==> src/rtl/imem_fetch_ctrl.sv <==
// Instruction-fetch controller: owns the fetch PC, reads imem, and queues up to
// two {pc, inst} entries for decode behind a valid/ready handshake.
module imem_fetch_ctrl #(
  parameter logic [31:0] RESET_PC   = 32'h0000_0000,
  parameter int          IMEM_WORDS = 2048
) (
  input  logic        clk,
  input  logic        rst,
  input  logic        fetch_en,
  output logic [31:0] im_addr,
  output logic        im_r,
  input  logic [31:0] im_rd,
  output logic        if_valid,
  input  logic        if_ready,
  output logic [31:0] if_inst,
  output logic [31:0] if_pc,
  input  logic        redirect,
  input  logic [31:0] redirect_pc,
  output logic        fault
);

  typedef enum logic [1:0] {
    EMPTY = 2'd0,
    HALF  = 2'd1,
    FULL  = 2'd2
  } state_t;

  localparam logic [29:0] WORD_LIMIT = 30'(IMEM_WORDS);

  state_t      state_q, state_d;
  logic        fault_q, fault_d;
  logic [31:0] fetch_pc_q, fetch_pc_d;
  logic [31:0] pc0_q, pc0_d, inst0_q, inst0_d;
  logic [31:0] pc1_q, pc1_d, inst1_q, inst1_d;

  logic pop, space, addr_ok, try_fetch, issue, fault_set;

  always_comb begin
    pop       = if_valid & if_ready;
    space     = (state_q != FULL) | pop;
    addr_ok   = (fetch_pc_q[1:0] == 2'b00) & (fetch_pc_q[31:2] < WORD_LIMIT);
    try_fetch = fetch_en & space & ~fault_q & ~redirect;
    issue     = try_fetch & addr_ok;
    fault_set = try_fetch & ~addr_ok;
  end

  // State register
  always_ff @(posedge clk or posedge rst) begin
    if (rst) state_q <= EMPTY;
    else     state_q <= state_d;
  end

  // Next-state logic: occupancy tracks push/pop, redirect empties the queue
  always_comb begin
    state_d = state_q;
    if (redirect) begin
      state_d = EMPTY;
    end else begin
      case (state_q)
        EMPTY:   if (issue) state_d = HALF;
        HALF: begin
          if (issue & ~pop)      state_d = FULL;
          else if (pop & ~issue) state_d = EMPTY;
        end
        FULL:    if (pop & ~issue) state_d = HALF;
        default: state_d = EMPTY;
      endcase
    end
  end

  // Output logic
  always_comb begin
    if_valid = (state_q != EMPTY);
    if_pc    = pc0_q;
    if_inst  = inst0_q;
    fault    = fault_q;
    im_addr  = fetch_pc_q;
    im_r     = issue & ~rst;
  end

  // Datapath: entry 0 is the head; a pop shifts entry 1 forward
  always_comb begin
    fetch_pc_d = fetch_pc_q;
    fault_d    = fault_q | fault_set;
    pc0_d      = pc0_q;
    inst0_d    = inst0_q;
    pc1_d      = pc1_q;
    inst1_d    = inst1_q;
    if (redirect) begin
      fetch_pc_d = redirect_pc;
      fault_d    = 1'b0;
    end else begin
      if (pop) begin
        pc0_d   = pc1_q;
        inst0_d = inst1_q;
      end
      if (issue) begin
        fetch_pc_d = fetch_pc_q + 32'd4;
        // The new entry lands in the first slot left free after this cycle's pop
        if ((state_q == EMPTY) || ((state_q == HALF) && pop)) begin
          pc0_d   = fetch_pc_q;
          inst0_d = im_rd;
        end else begin
          pc1_d   = fetch_pc_q;
          inst1_d = im_rd;
        end
      end
    end
  end

  always_ff @(posedge clk or posedge rst) begin
    if (rst) begin
      fetch_pc_q <= RESET_PC;
      fault_q    <= 1'b0;
      pc0_q      <= '0;
      inst0_q    <= '0;
      pc1_q      <= '0;
      inst1_q    <= '0;
    end else begin
      fetch_pc_q <= fetch_pc_d;
      fault_q    <= fault_d;
      pc0_q      <= pc0_d;
      inst0_q    <= inst0_d;
      pc1_q      <= pc1_d;
      inst1_q    <= inst1_d;
    end
  end

endmodule

==> config.mk <==
export PLATFORM = sky130hd
export DESIGN_NAME = imem_fetch_ctrl
export DESIGN_NICKNAME = d
export VERILOG_FILES = /design/src/rtl/imem_fetch_ctrl.sv
export SDC_FILE = /design/constraint.sdc
export NUM_CORES = 1
export LEC_CHECK = 0
export CAP_MARGIN = 10
export CELL_PAD_IN_SITES_DETAIL_PLACEMENT = 1
export CELL_PAD_IN_SITES_GLOBAL_PLACEMENT = 1
export CORE_ASPECT_RATIO = 1.25
export CORE_UTILIZATION = 41
export DETAILED_ROUTE_END_ITERATION = 6
export PLACE_DENSITY_LB_ADDON = 0.1
export REMOVE_ABC_BUFFERS = 1
export SYNTH_ARGS = -nofsm -noshare
export SYNTH_HDL_FRONTEND = slang
export SYNTH_SLANG_ARGS = --single-unit
==> constraint.sdc <==
create_clock -name clk -period 12.2 [get_ports clk]
set_clock_uncertainty 0.15 [all_clocks]
set_input_delay 1.22 -clock clk [delete_from_list [all_inputs] [get_ports clk]]
set_output_delay 1.22 -clock clk [all_outputs]
set_load 0.05 [all_outputs]
==> flow_metrics.env <==
export IMPL_status="completed"
export IMPL_slew_headroom_pct=38.5
export IMPL_crit_fanout=11
export IMPL_grt_overflow=0
export IMPL_path_cells="clkdlybuf4s50_1, nor3b_2, nor3_2, nand3_4, nor2_1, clkdlybuf4s50_1"
export IMPL_end_kind="output port"
export IMPL_nFillCells=1706
export IMPL_r2r_end="inst1_q[31]"
export IMPL_netlist_area_um2=6770
export IMPL_cts_setup_buffers=0
export IMPL_fp_row_count=52
export IMPL_antenna_left=0
export IMPL_layout_drive_gt1_share_pct=15.1
export IMPL_cp_data_required_time_ps=10830
export IMPL_startpoint_type="input port"
export IMPL_dr_pass1_iters=4
export IMPL_drt_iter0_markers=228
export IMPL_utilization_pct=56.9
export IMPL_fin_cells=1004
export IMPL_cts_clk_slew_worst_paths_ps=60
export IMPL_fin_area_um2=9220
export IMPL_reg2reg_setup_slack_ps=9410
export IMPL_cpMaxStageDelayCell="clkdlybuf4s50_1"
export IMPL_drc=0
export IMPL_crit_family="buffers and inverters"
export IMPL_io_buffers=167
export IMPL_grt_pass1_wl_um=30000
export IMPL_critPathMostFrequentCell="clkdlybuf4s50_1"
export IMPL_io_pins=168
export IMPL_endpoint="im_r"
export IMPL_crit_start="if_ready"
export IMPL_fp_coreArea_um2=16200
export IMPL_cts_sinks=163
export IMPL_start_util_pct=41.8
export IMPL_crit_buf_inv=2
export IMPL_grt_max_degree=103
export IMPL_gr_usage_all_layers_pct=22.9
export IMPL_leakagePower_nw=4.07
export IMPL_finalSetupViolCount=0
export IMPL_htree_levels=4
export IMPL_yosys_most_used_dff="dfrtp_1"
export IMPL_first_global_vias=5942
export IMPL_irDropWorstVdd_v=0.0000791
export IMPL_fin_crit_ps=4820
export IMPL_ys_types=46
export IMPL_cpPeakStageDelay_ps=810
export IMPL_numCtsBuffers=17
export IMPL_antenna_cells=0
export IMPL_synth_top_area_cell="dfrtp_1"
export IMPL_areaGrowthSynthToFinish_pct=36.1
export IMPL_drt_wl_total_um=17800
export IMPL_hold_viol=0
export IMPL_gp_congestion=0.785
export IMPL_fmax_mhz=207
export IMPL_nets=845
export IMPL_drt_vias_per_instance=5.21
export IMPL_cts_buffer_depth=2
export IMPL_postSynthAreaPerCell_um2=10.9
export IMPL_place_inst=972
export IMPL_synth_top_area_share_pct=60.2
export IMPL_die_area_um2=17000
export IMPL_synth_edff_count=0
export IMPL_reg2reg_from="im_addr[20]"
export IMPL_ys_top_cells_by_count="dfrtp_1 (163), nand2_1 (138), mux2_2 (62), nor2_1 (56), a31oi_1 (44)"
export IMPL_path_class="input port to output port"
export IMPL_tightest_slew_ps=923
export IMPL_cts_tree="built"
export IMPL_tns_ps=0
export IMPL_synth_most_common_cell="dfrtp_1"
export IMPL_rsz0062_at_grt="no"
export IMPL_period_share_pct=39.5
export IMPL_ys_warnings_count=0
export IMPL_hp_class="flop to flop"
export IMPL_worst_r2r_path_depth=6
export IMPL_ys_seq_elements=163
export IMPL_cp_depth=6
export IMPL_synth_area_top_cells="dfrtp_1 (60%), mux2_2 (10%), nand2_1 (7.7%)"
export IMPL_syn_inst=619
export IMPL_fp_dieW_um=117
export IMPL_finalMaxSlewViolations=0
export IMPL_place_hpwl_um=11400
export IMPL_insertion_delay_ps=420
export IMPL_async_flop_share_pct=100
export IMPL_num_vias=5227
export IMPL_maxCapViolCount=0
export IMPL_synth_seq_area_share_pct=60.2
export IMPL_cp_arrival_ps=3450
export IMPL_antenna_found_initial=0
export IMPL_holdBufCountCts=0
export IMPL_root_buffer="clkbuf_16"
export IMPL_dpl_cell_area_um2=8620
export IMPL_wl_per_cell_um=17.8
export IMPL_post_cts_resized=0
export IMPL_die_h_um=146
export IMPL_powerDensity_nw_per_um2=132
[through the flow]
step                power, mW  hold WS [ps]  worst slack, ps
floorplan               0.634           308             6430
global placement        0.691           321             7430
detailed placement      0.694           329             7360
CTS                      1.23           344             7370
global route             1.27           366             7280
finish                   1.22           342             7380
[worst min path at each step]
stage	from	endpoint	depth (start not counted)
finish	inst1_q[0]	inst1_q[0]	1
global route	inst1_q[0]	inst1_q[0]	1
CTS	inst1_q[0]	inst1_q[0]	1
detailed placement	inst1_q[0]	inst1_q[0]	1
global placement	inst1_q[0]	inst1_q[0]	1
floorplan	inst1_q[0]	inst1_q[0]	1
[worst register-to-register path: cells and delay by family (launching register included)]
family	cells	cell delay, ps
flops	1	410
buf+inv	1	650
mux	1	460
simple gates	4	1010
[cells by family after synthesis]
family / count (synthesis) / share of synthesized area [%]
muxes: 68 / 11.3
and+or+nand+nor: 256 / 17.6
DFF: 163 / 60.2
AOI/OAI and AO/OA: 84 / 7.56
adders and majority gates: 1 / 0.185
xor gates and xnor gates: 3 / 0.388
buffers and inverters: 44 / 2.79
[flip-flops by register name (all words and copies together), names as in the netlist]
signal   count
pc1_q       32
im_addr     32
if_inst     32
inst1_q     32
if_pc       32
state_q      2
fault        1
[where the power goes]
part	switching [mW]	internal [mW]
Sequential	0.0141	0.551
Clock	0.231	0.307
Combinational	0.0689	0.0484
Total	0.314	0.906
[cell usage in the layout (no fill, tap or decap), types with 3 or more instances in the layout]
| cell | netlist | final |
|---|---|---|
| mux2_1 | 3 | 3 |
| inv_6 | 0 | 4 |
| nand2_1 | 138 | 138 |
| and3_1 | 4 | 3 |
| nor3_2 | 2 | 3 |
| clkinv_4 | 0 | 4 |
| dfrtp_1 | 163 | 163 |
| nor4_2 | 3 | 3 |
| o21ai_0 | 7 | 7 |
| mux2_2 | 62 | 62 |
| nor2_1 | 56 | 56 |
| nor4_1 | 3 | 3 |
| buf_4 | 0 | 7 |
| a31oi_1 | 44 | 44 |
| nand3_1 | 4 | 3 |
| clkdlybuf4s50_1 | 0 | 167 |
| mux2i_1 | 3 | 3 |
| clkbuf_16 | 0 | 17 |
| nand4_1 | 7 | 7 |
| nor2b_1 | 23 | 23 |
| o31ai_1 | 3 | 3 |
| clkinvlp_4 | 0 | 3 |
| inv_1 | 6 | 5 |
| a22oi_1 | 3 | 3 |
| a21oi_1 | 22 | 22 |
[metal layers]
metal | GRT usage (%) | up-vias | part of all wire, %
met3 | 5.16 | 21 | 4.5
met4 | 7.91 | 0 | 1.6
li1 | - | 2424 | -
met2 | 41.7 | 110 | 55
met1 | 25.8 | 2672 | 39
met5 | 0 | - | 0
[final cells by class]
class | count | area, um2 | area share (%)
flip-flops and latches | 163 | 4080 | 44.3
multi-input cells | 412 | 2510 | 27.3
repair buffers | 174 | 1720 | 18.7
clock buffers | 17 | 425 | 4.62
well taps | 216 | 270 | 2.93
clock inverters | 15 | 171 | 1.86
inverters | 7 | 31.3 | 0.339
Note: power is estimated with default switching activity, not from simulation.
